## src/rtl/ahb_arb_pkg.sv

```systemverilog
// Shared encodings for the AHB bus arbiter: HTRANS values and arbiter FSM states.
package ahb_arb_pkg;

  localparam int unsigned HTRANS_W = 2;

  localparam logic [HTRANS_W-1:0] HTRANS_IDLE   = 2'd0;
  localparam logic [HTRANS_W-1:0] HTRANS_BUSY   = 2'd1;
  localparam logic [HTRANS_W-1:0] HTRANS_NONSEQ = 2'd2;
  localparam logic [HTRANS_W-1:0] HTRANS_SEQ    = 2'd3;

  typedef enum logic [1:0] {
    ST_PARK = 2'd0,
    ST_OWN  = 2'd1,
    ST_LOCK = 2'd2
  } arb_state_e;

endpackage

```

## src/rtl/rr_pick.sv

```systemverilog
// Combinational round-robin picker: first asserted request after index last_i, wrapping.
module rr_pick #(
  parameter int unsigned NMST = 2
) (
  input  logic [NMST-1:0]         req_i,
  input  logic [$clog2(NMST)-1:0] last_i,
  output logic [NMST-1:0]         gnt_c_o,
  output logic                    valid_c_o
);

  // Offset k walks last+1 .. last+NMST; the first hit wins, so last itself has lowest priority.
  always_comb begin
    gnt_c_o   = '0;
    valid_c_o = 1'b0;
    for (int unsigned k = 1; k <= NMST; k++) begin
      for (int unsigned i = 0; i < NMST; i++) begin
        if (!valid_c_o && req_i[i] && (((32'(last_i) + k) % NMST) == i)) begin
          gnt_c_o[i] = 1'b1;
          valid_c_o  = 1'b1;
        end
      end
    end
  end

endmodule

```

## src/rtl/ahb_arbiter.sv

```systemverilog
// AHB bus arbiter: round-robin grant at arbitration points, parking on DEF_MST, locked-transfer hold.
module ahb_arbiter
  import ahb_arb_pkg::*;
#(
  parameter int unsigned NMST    = 2,
  parameter int unsigned DEF_MST = 0
) (
  input  logic                    clk,
  input  logic                    rst,
  input  logic [NMST-1:0]         hbusreq,
  input  logic [NMST-1:0]         hlock,
  input  logic [1:0]              htrans,
  input  logic                    hready,
  output logic [NMST-1:0]         hgrant,
  output logic [$clog2(NMST)-1:0] hmaster,
  output logic                    hmastlock
);

  localparam int unsigned IDXW = $clog2(NMST);
  localparam logic [NMST-1:0] DEF_GNT = {{(NMST-1){1'b0}}, 1'b1} << DEF_MST;
  localparam logic [IDXW-1:0] DEF_IDX = IDXW'(DEF_MST);

  arb_state_e      state_q, state_d;
  logic [NMST-1:0] hgrant_q, hgrant_d;
  logic [IDXW-1:0] hmaster_q, hmaster_d;
  logic            hmastlock_q, hmastlock_d;

  logic [IDXW-1:0] gnt_idx;
  logic [NMST-1:0] pick_gnt;
  logic            pick_valid;
  logic            arb_ok;
  logic            owner_lock;
  logic            do_arb;

  // The round-robin pointer is the index of the current grant, so it needs no separate register.
  always_comb begin
    gnt_idx = '0;
    for (int unsigned i = 0; i < NMST; i++) begin
      if (hgrant_q[i]) gnt_idx = IDXW'(i);
    end
  end

  assign arb_ok     = hready && ((htrans == HTRANS_IDLE) || (htrans == HTRANS_NONSEQ));
  assign owner_lock = |(hlock & hgrant_q);

  rr_pick #(
    .NMST (NMST)
  ) u_rr_pick (
    .req_i     (hbusreq),
    .last_i    (gnt_idx),
    .gnt_c_o   (pick_gnt),
    .valid_c_o (pick_valid)
  );

  // Next state: LOCK holds the grant until an arbitration point sees the owner's hlock low.
  always_comb begin
    state_d     = state_q;
    hgrant_d    = hgrant_q;
    hmaster_d   = hmaster_q;
    hmastlock_d = hmastlock_q;
    do_arb      = 1'b0;

    case (state_q)
      ST_PARK: do_arb = arb_ok;
      ST_OWN: begin
        if (arb_ok) begin
          if (owner_lock) state_d = ST_LOCK;
          else            do_arb  = 1'b1;
        end
      end
      ST_LOCK: do_arb = arb_ok && !owner_lock;
      default: state_d = ST_PARK;
    endcase

    if (do_arb) begin
      if (pick_valid) begin
        hgrant_d = pick_gnt;
        state_d  = ST_OWN;
      end else begin
        hgrant_d = DEF_GNT;
        state_d  = ST_PARK;
      end
    end

    // Address-phase owner follows the grant one hready-qualified edge later.
    if (hready) begin
      hmaster_d   = gnt_idx;
      hmastlock_d = owner_lock;
    end
  end

  always_ff @(posedge clk) begin
    if (rst) begin
      state_q     <= ST_PARK;
      hgrant_q    <= DEF_GNT;
      hmaster_q   <= DEF_IDX;
      hmastlock_q <= 1'b0;
    end else begin
      state_q     <= state_d;
      hgrant_q    <= hgrant_d;
      hmaster_q   <= hmaster_d;
      hmastlock_q <= hmastlock_d;
    end
  end

  assign hgrant    = hgrant_q;
  assign hmaster   = hmaster_q;
  assign hmastlock = hmastlock_q;

endmodule
```

## config.mk

```make
export PLATFORM = sky130hd
export DESIGN_NAME = ahb_arbiter
export DESIGN_NICKNAME = d
export VERILOG_FILES = /design/src/rtl/ahb_arb_pkg.sv /design/src/rtl/rr_pick.sv /design/src/rtl/ahb_arbiter.sv
export SDC_FILE = /design/constraint.sdc
export NUM_CORES = 1
export LEC_CHECK = 0
export CORE_AREA = 2 2 39 41
export CTS_BUF_LIST = sky130_fd_sc_hd__clkbuf_4 sky130_fd_sc_hd__clkbuf_8
export CTS_CLUSTER_SIZE = 40
export DETAILED_ROUTE_END_ITERATION = 6
export DIE_AREA = 0 0 41 43
export PLACE_DENSITY = 0.46
export SLEW_MARGIN = 20
export SYNTH_ARGS = -nofsm -noshare
export SYNTH_HDL_FRONTEND = slang
export SYNTH_SLANG_ARGS = --single-unit
```

## constraint.sdc

```tcl
create_clock -name clk -period 1.4 [get_ports clk]
set_clock_uncertainty 0.05 [all_clocks]
set_input_delay 0.35 -clock clk [delete_from_list [all_inputs] [get_ports clk]]
set_output_delay 0.35 -clock clk [all_outputs]
set_load 0.02 [all_outputs]
```

# Word-level counts from Yosys, hierarchy flattened
# Cells that the tools add are included.
dict set report totals {
  reg_bits 6
  input_bits 9
  out_inout_bits 4
  wordCells 51
}
dict set report op_classes {
  addsub 2
  eq_ne 6
  n_mux 17
  bitwise 1
  reduce_logical 21
}
# op n
set ops {}
lappend ops {{$logic_not A32 Y1} 2}
lappend ops {{$mux W1} 11}
lappend ops {{$logic_and A1 B1 Y1} 9}
lappend ops {{$mux W2} 4}
lappend ops {{$ne A3 B3 Y1 const B} 2}
lappend ops {{$eq A2 B2 Y1 const B} 2}
lappend ops {{$logic_not A1 Y1} 4}
lappend ops {{$logic_not A2 Y1} 2}
lappend ops {{$pmux W2 S2} 1}
lappend ops {{$reduce_or A2 Y1} 2}
lappend ops {{$pmux W1 S3} 1}
lappend ops {{$reduce_and A3 Y1} 1}
lappend ops {{$add A1 B1 Y1 const B} 2}
lappend ops {{$and A2 B2 Y2} 1}
lappend ops {{$eq A2 B1 Y1 const B} 1}
lappend ops {{$ne A2 B1 Y1 const B} 1}
lappend ops {{$logic_or A1 B1 Y1} 1}

# Logic depth before layout (Yosys ltp)
# Gate-level depths: netlist (run 1).
dict set report logic_depth {
  word_depth 19
  ltp_mapped 4
  ltp_nobuf 4
}

# Hierarchy
# Synthesis (run 1) repeated with hierarchy kept, for this count alone.
dict set report hier_totals {
  hier_cells 36
  hier_area_um2 325.3
}
# mod n_inst cells_per_inst area_each_um2 seq_area_each_um2
set modules_own_cells {}
lappend modules_own_cells {ahb_arbiter 1 32 300.3 120.1}
lappend modules_own_cells {rr_pick 1 4 25.0 0.0}

# Least setup slack after synthesis (run 1)
# OpenSTA, ideal clock, no wires.
dict set report synth_path {
  kind {register -> register}
  startpoint {reg hgrant_q[0] (netlist: hgrant[0])}
  endpoint {reg hgrant_q[0] (netlist: hgrant[0])}
  setup_time_ns 0.127
  arrival_ns 0.990
  t_required_ns 1.223
  slack_ns 0.233
  path_stages_with_launch 5
  n_path_buf 0
  period_less_slack_ns 1.167
  path_cell_list {dfxtp_1 > a22oi_2 > o211ai_2 > nor3_1 > a21oi_1}
}
dict set report synth_between {
  elab_chain_cells 5
  word_cells_on_any_way 7
}
# element line
set synth_rtl {}
lappend synth_rtl {{start: declaration} ahb_arbiter.sv:24} ;# logic [NMST-1:0] hgrant_q, hgrant_d;
lappend synth_rtl {{start signal: assignment} ahb_arbiter.sv:100} ;# hgrant_q <= hgrant_d;
lappend synth_rtl {{$and A2 B2 Y2 (*)} ahb_arbiter.sv:44} ;# assign owner_lock = |(hlock & hgrant_q);
lappend synth_rtl {{$reduce_or A2 Y1 (*)} ahb_arbiter.sv:44}
lappend synth_rtl {{$mux W1 or $logic_not A1 Y1 (tied branches)} {ahb_arbiter.sv:67, ahb_arbiter.sv:71}}
lappend synth_rtl {{$mux W1 or $logic_and A1 B1 Y1 (tied branches)} {ahb_arbiter.sv:66, ahb_arbiter.sv:71}}
lappend synth_rtl {{$pmux W1 S3 (*)} ahb_arbiter.sv:63} ;# case (state_q)
# Mark *: on every way between the ends. The rest lies on a longest branch, timed or not.
# A chain may end at the register's enable or synchronous reset.

# Final worst setup path (run 1)
dict set report layout_path {
  startpoint {in htrans[0]}
  endpoint {reg state_q[0]}
}
dict set report layout_between {
  elab_chain_cells 7
  word_cells_on_any_way 12
}
# element line
set layout_rtl {}
lappend layout_rtl {{start: declaration} ahb_arbiter.sv:12} ;# input logic [1:0] htrans,
lappend layout_rtl {{$eq A2 B2 Y1 or $logic_not A2 Y1 (tied branches)} ahb_arbiter.sv:43} ;# assign arb_ok = hready && ((htrans == HTRANS_IDLE) || (htrans == HTRANS_NONSEQ));
lappend layout_rtl {{$logic_or A1 B1 Y1 (*)} ahb_arbiter.sv:43}
lappend layout_rtl {{$logic_and A1 B1 Y1 (*)} ahb_arbiter.sv:43}
lappend layout_rtl {{$mux W1 or $logic_and A1 B1 Y1 (tied branches)} {ahb_arbiter.sv:66, ahb_arbiter.sv:71}}
lappend layout_rtl {{$pmux W1 S3} ahb_arbiter.sv:63}
lappend layout_rtl {{$ne A3 B3 Y1 (no source line) or $ne A2 B1 Y1 (tied branches)} -}
lappend layout_rtl {{$reduce_and A3 Y1 (no source line)} -}
lappend layout_rtl {{end signal: assignment} ahb_arbiter.sv:99} ;# state_q <= state_d;
lappend layout_rtl {{end: declaration} ahb_arbiter.sv:23} ;# arb_state_e state_q, state_d;
# Marks and branches as above.

==> flow_summary.json, run 1 <==
{
  "drtAntennaViolNets": 0,
  "syn_nets": 44,
  "vdd.ir_drop.worst_uv": 364,
  "die_x_microns": 41,
  "clock-sinks": 6,
  "multi_input_area_sq_um": 191,
  "min_path_cells": 2,
  "clock.fmax_mhz": 740,
  "hpwlAfterDp_microns": 661,
  "syn_to_final_growth_pct": 62.7,
  "drive_above_1_share": 0.327,
  "cts_tree": "built",
  "synth_area_sq_um": 319,
  "cts_made_buffers": 3,
  "die-height_microns": 43,
  "h-tree-depth": 1,
  "postSynthCellCount": 35,
  "grt_pass1_wl_mm": 1.41,
  "cts.reportedPaths.clkPinSlew_ps": 40,
  "cp_top_family": "buffers and inverters",
  "met1Wirelength_microns": 315,
  "wl_microns": 809,
  "grtUsageTotal": 0.126,
  "synth_top_area_cell": "dfxtp_1",
  "r2r_slack_ps": 210,
  "worstPathBufferInverterCount": 2,
  "via_count": 334,
  "dr.pass1.iters": 4,
  "hold_ws_ps": 436,
  "clock_latency_ps": 240,
  "placementRows": 14,
  "crit_path_end": "state_q[0]",
  "insertedDiodeCount": 0,
  "synth-seq-area-share": 0.376,
  "ios": 13,
  "gp_congestion": 0.670,
  "min_period_ps": 1350,
  "slowest_stage": "clkdlybuf4s50_1",
  "core_sq_um": 1380,
  "die_area_sq_um": 1760,
  "path_class": "primary input to flip-flop",
  "synthTopCellsByCount": "dfxtp_1, nor2_1, nand2_1",
  "met2WireLength_microns": 446,
  "yosys.cell_types.count": 20,
  "hp-class": "flip-flop to flip-flop",
  "start_util": 0.231,
  "port_buffers": 11,
  "grt_setup_unrepaired": "no",
  "cts_setup_buffers": 0,
  "worstMarginPinSlew_ps": 336,
  "avgSynthCellArea_sq_um": 9.12,
  "maxSlewViolCount": 0,
  "fin_crit_sh": 0.966,
  "synth.ff_latch_count": 6,
  "synthDominantCellAreaShare": 0.376,
  "grt_pass1_vias": 371,
  "clock_path_buffers": 2,
  "antenna_found_initial": 0,
  "final-hold-violation-count": 0,
  "seq_area_sq_um": 120,
  "p_leak_nw": 0.212,
  "cp-startpoint": "htrans[0]",
  "grt_overflow": 0,
  "vias_per_cell": 4.70,
  "path_max_fanout": 5,
  "synthFlopType": "dfxtp_1",
  "reg2regPathDepth": 6,
  "drtIter0Drc": 6,
  "root_buffer": "clkbuf_4",
  "grt_max_degree": 9,
  "worst_setup_path_start_kind": "primary input",
  "finalNetCount": 66,
  "route.detailed.drc": 0,
  "synth_edf_count": 0,
  "setup_viol": 0,
  "cp_data_required_time_ps": 1470,
  "final_util": 0.375,
  "outcome": "completed",
  "reg2reg_from": "hgrant[0]",
  "path_cells": "clkdlybuf4s50_1 -> and2b_4 -> buf_4 -> nand2_1 -> o2111ai_1 -> o41ai_2",
  "ys_warn_count": 0,
  "crit_cells": 6,
  "arrival_ps": 1420,
  "async_flop_share": 0,
  "maxCapViolCount": 0,
  "r2r-end": "state_q[1]",
  "slew_headroom": 0.775,
  "max_stage_delay_ps": 390,
  "cp-end-kind": "flip-flop",
  "top_layer_used": "met4",
  "routedWlPerCell_microns": 11.4,
  "power_density_nw_per_um2": 881,
  "wl_met3_microns": 39,
  "nFillCells": 159,
  "synthTopCellsByArea": "dfxtp_1, nor2_1, o41ai_2"
}
==> placed cells by master (no fill, tap or decap) <==
cell type        count
buf_4                8
a22oi_2              1
o211ai_2             1
nand3_1              1
o31ai_2              1
clkdlybuf4s50_1      7
a22o_1               1
nor2_1               6
nor3_2               1
nand3b_1             2
a211oi_1             1
a21oi_1              2
o41ai_2              1
o2111ai_1            1
nand4b_1             1
nand2_2              1
dfxtp_1              6
mux2i_1              1
dlygate4sd2_1        4
clkbuf_4             3
and2b_4              1
nand2_1              4
==> sequential cells by signal, summed over array words and instances (netlist names) <==
name	count
hmastlock	1
hgrant	2
state_q	2
hmaster	1
==> through the flow <==
stage | power (mW) | setup slack (ps) | area [sq um] | TNS (ps) | cells
2_1_floorplan | 0.245 | 233 | 319 | 0 | 35
3_3_place_gp | 0.302 | -223 | 497 | -880 | 68
3_5_place_dp | 0.306 | -228 | 497 | -915 | 68
4_1_cts | 0.463 | 22.7 | 514 | 0 | 71
6_report | 0.457 | 47.9 | 519 | 0 | 71
5_1_grt | 0.488 | 12.8 | 519 | 0 | 71
==> how the worst min path moves through the flow <==
stage | startpoint | end | slack [ps]
6_report | hmastlock | hmastlock | 440
5_1_grt | hmastlock | hmastlock | 470
4_1_cts | hmastlock | hmastlock | 440
3_5_place_dp | hmastlock | hmastlock | 440
3_3_place_gp | hmaster | hmaster | 430
2_1_floorplan | hready | hmastlock | 400
==> repair_timing <==
| action | 4_1_cts | 5_1_grt |
|---|---|---|
| resized for setup | 4 | 1 |
| pin swaps | 0 | 3 |
| endpoints found under the setup margin | 4 | 2 |
| hold buffers | 0 | 0 |
==> power breakdown <==
part / switching (mW) / internal, mW
clock network: 0.0618 / 0.0969
registers: 0.00873 / 0.181
logic: 0.0480 / 0.0606
total: 0.119 / 0.339
==> final cells by class <==
cell class / instances / area share
well taps: 16 / 0.0386
clock buffers: 3 / 0.0434
flip-flops and latches: 6 / 0.231
repair buffers: 19 / 0.318
multi-input cells: 27 / 0.369
==> cells by family (layout without fill, tap and decap cells) <==
| family | count (synthesis) | count (layout) | synth area share |
|---|---|---|---|
| buf+inv | 2 | 22 | 0.0392 |
| compound gates | 9 | 9 | 0.278 |
| mux | 1 | 1 | 0.0314 |
| simple gates | 17 | 17 | 0.274 |
| flops | 6 | 6 | 0.376 |
==> worst reg2reg max path, stage by stage (launching register included) <==
cell      delay [ps]
dfxtp_1          310
buf_4            140
a22oi_2          210
buf_4            150
nand2_2           60
nand3b_1          80
a21oi_1           70
==> routing by layer <==
| metal | vias up | GRT usage |
|---|---|---|
| met2 | 10 | 0.197 |
| met1 | 154 | 0.117 |
| met3 | 2 | 0.0366 |
| met5 | - | 0 |
| li1 | 168 | - |
| met4 | 0 | 0.127 |
(Power assumes the default switching activity.)
==> run 2, diff against run 1 <==
--- a/config.mk
+++ b/config.mk
@@ -7,6 +7,7 @@
 export LEC_CHECK = 0
 export CORE_AREA = 2 2 39 41
 export CTS_BUF_LIST = sky130_fd_sc_hd__clkbuf_4 sky130_fd_sc_hd__clkbuf_8
+export CTS_CLUSTER_DIAMETER = 60
 export CTS_CLUSTER_SIZE = 40
 export DETAILED_ROUTE_END_ITERATION = 6
 export DIE_AREA = 0 0 41 43
==> results of run 2 <==
The final DEF is identical to that of run 1; final timing and power are the same.
==> run 3, diff against run 2 <==
--- a/config.mk
+++ b/config.mk
@@ -15,4 +15,5 @@
 export SLEW_MARGIN = 20
 export SYNTH_ARGS = -nofsm -noshare
 export SYNTH_HDL_FRONTEND = slang
+export SYNTH_HIERARCHICAL = 1
 export SYNTH_SLANG_ARGS = --single-unit
==> run 3 against run 2 <==
Net effect: non-clock buffer count unchanged; clock power increased by 7%; total power increased by 3.0%; global-route usage decreased by 1.3 points; critical path type is now flip-flop to primary output; largest power group unchanged; sequential cell count unchanged; synthesized area increased by 2.0%; critical endpoint is now hgrant[0].
==> flow_summary.json, run 3 <==
{
  "hp-class": "primary input to flip-flop",
  "hold_ws_ps": 383,
  "final-hold-violation-count": 0,
  "clock_path_buffers": 2,
  "avgSynthCellArea_sq_um": 9.04,
  "max_stage_delay_ps": 350,
  "min_period_ps": 1350,
  "antenna_found_initial": 0,
  "path_cells": "dlygate4sd2_1",
  "synth_area_sq_um": 325,
  "combPwrFrac": 0.242,
  "crit_cells": 1,
  "grt_overflow": 0,
  "path_max_fanout": 3,
  "cp_top_family": "flip-flops",
  "synth-xor-area-share": 0.0269,
  "core_sq_um": 1380,
  "synthTopCellsByCount": "dfxtp_1, nand2_1, nor2_1",
  "ios": 13,
  "synthFlopType": "dfxtp_1",
  "synthDominantCellAreaShare": 0.369,
  "clock_latency_ps": 250,
  "nFillCells": 145,
  "route.detailed.drc": 0,
  "maxSlewViolCount": 0,
  "cp-end-kind": "primary output",
  "reg2regPathDepth": 5,
  "port_buffers": 11,
  "gp_congestion": 0.682,
  "synth_edf_count": 0,
  "placementRows": 14,
  "cts.reportedPaths.clkPinSlew_ps": 50,
  "die-height_microns": 43,
  "postSynthCellCount": 36,
  "grt_pass1_vias": 297,
  "drive_above_1_share": 0.351,
  "outcome": "completed",
  "syn_nets": 45,
  "worstMarginPinSlew_ps": 279,
  "p_sw_mw": 0.130,
  "cts_tree": "built",
  "maxCapViolCount": 0,
  "insertedDiodeCount": 0,
  "power_density_nw_per_um2": 841,
  "syn_to_final_growth_pct": 72.3,
  "synthMuxAreaShare": 0.0308,
  "routedWlPerCell_microns": 10.5,
  "synthAdderAreaFrac": 0,
  "clock-sinks": 6,
  "worstPathBufferInverterCount": 1,
  "h-tree-depth": 1,
  "synth-seq-area-share": 0.369,
  "synth_top_area_cell": "dfxtp_1",
  "slowest_stage": "dfxtp_2",
  "final_cell_mix": "buf_4, dfxtp_1, dlygate4sd2_1",
  "fin_total_pwr_mw": 0.471,
  "wl_microns": 766,
  "vdd.ir_drop.worst_uv": 355,
  "async_flop_share": 0,
  "p_int_mw": 0.341,
  "min_path_cells": 3,
  "grt_setup_unrepaired": "no",
  "cts_made_buffers": 3,
  "setup_viol": 0,
  "fin_crit_sh": 0.962,
  "netSwitchingFraction": 0.276,
  "drtIter0Drc": 6,
  "synth_top_family_by_area": "compound AO/OA/AOI/OAI gates",
  "p_clk_frac": 0.361,
  "synthSimpleGateAreaFrac": 0.188,
  "worst_setup_path_start_kind": "flip-flop",
  "synthTopCellsByArea": "dfxtp_1, a22oi_4, a21oi_1",
  "synth_compound_area_frac": 0.327,
  "finalNetCount": 68,
  "seqPwrFrac": 0.397,
  "clock.fmax_mhz": 742,
  "yosys.cell_types.count": 19,
  "root_buffer": "clkbuf_4",
  "slew_headroom": 0.813,
  "synth.ff_latch_count": 6,
  "cts_hold_buffers": 0,
  "via_count": 336,
  "dr.pass1.iters": 2,
  "cp_data_required_time_ps": 1000,
  "start_util": 0.235,
  "arrival_ps": 950,
  "grtUsageTotal": 0.113,
  "grt_pass1_wl_mm": 1.21,
  "die_area_sq_um": 1760,
  "path_class": "flip-flop to primary output",
  "grt_max_degree": 7,
  "vias_per_cell": 4.60,
  "hpwlAfterDp_microns": 602,
  "die_x_microns": 41,
  "p_leak_nw": 0.276,
  "synth_most_common_cell": "dfxtp_1",
  "ys_warn_count": 6,
  "drtAntennaViolNets": 0,
  "final_common_cell": "buf_4"
}
[run 3: changes by cell type after synthesis, sizes merged, moves of 2 or more]
| cell | before | now |
|---|---|---|
| a21oi | 2 | 4 |
| or2 | 0 | 2 |
| nand3b | 2 | 0 |
| nor2 | 6 | 4 |
| inv | 0 | 3 |
| a21boi | 0 | 2 |
[run 3: final timing paths]
check	startpoint	endpoint	slack (ps)
max	hgrant[0]	hgrant[0]	50
min	hready	hmastlock	380
max reg2reg	hgrant[1]	hgrant[0]	110
min reg2reg	hmaster	hmaster	430
[run 3: cell families after synthesis]
group,count (synthesis)
AOI/OAI and AO/OA,12
xor gates and xnor gates,1
buffers and inverters,4
DFF,6
muxes,1
and+or+nand+nor,12
[run 3: timing repair]
action / CTS / global route
gates resized for setup: 8 / 7
pin swaps: 2 / 4
endpoints found under the setup margin: 7 / 3
setup buffers: 0 / 1
[run 3: through the flow]
stage                     std cells  worst slack, ps  setup TNS, ps  utilization  cell area, sq um
after floorplan                  36              179              0            -               325
after global placement           70             -283           -994        0.367               508
after detailed placement         70             -344          -1220        0.367               508
after CTS                        73             7.55              0        0.388               537
after global routing             73             16.1              0        0.405               561
final                            73             52.7              0        0.405               561
[run 3: power by group through the flow]
| stage | clock network, mW | logic [mW] | registers [mW] |
|---|---|---|---|
| after floorplan | 0 | 0.0404 | 0.196 |
| after global placement | 0 | 0.108 | 0.188 |
| after detailed placement | 0 | 0.110 | 0.189 |
| after CTS | 0.176 | 0.110 | 0.185 |
| after global routing | 0.187 | 0.123 | 0.188 |
| final | 0.170 | 0.114 | 0.187 |
[run 3: worst reg2reg max path, stage by stage, from the launching register on]
cell and delay (ps):
dfxtp_1 300, buf_4 150, a22oi_4 190, o211ai_4 120, nor4b_2 290, a21oi_1 60
[run 3: area by class of cell]
class | instances | area, sq um | share of cell area
clock buffers | 3 | 22.5 | 0.0402
flip-flops and latches | 6 | 121 | 0.217
multi-input cells | 26 | 214 | 0.382
repair buffers | 19 | 171 | 0.306
inverters | 3 | 11.3 | 0.0201
well taps | 16 | 20.0 | 0.0357
[run 3: layer usage]
metal / GRT usage / vias to the layer above / wire length [microns]
met1: 0.118 / 148 / 313
met2: 0.153 / 12 / 370
met3: 0.0157 / 5 / 32
met4: 0.160 / 0 / 48
li1: - / 171 / -
met5: 0 / - / 0
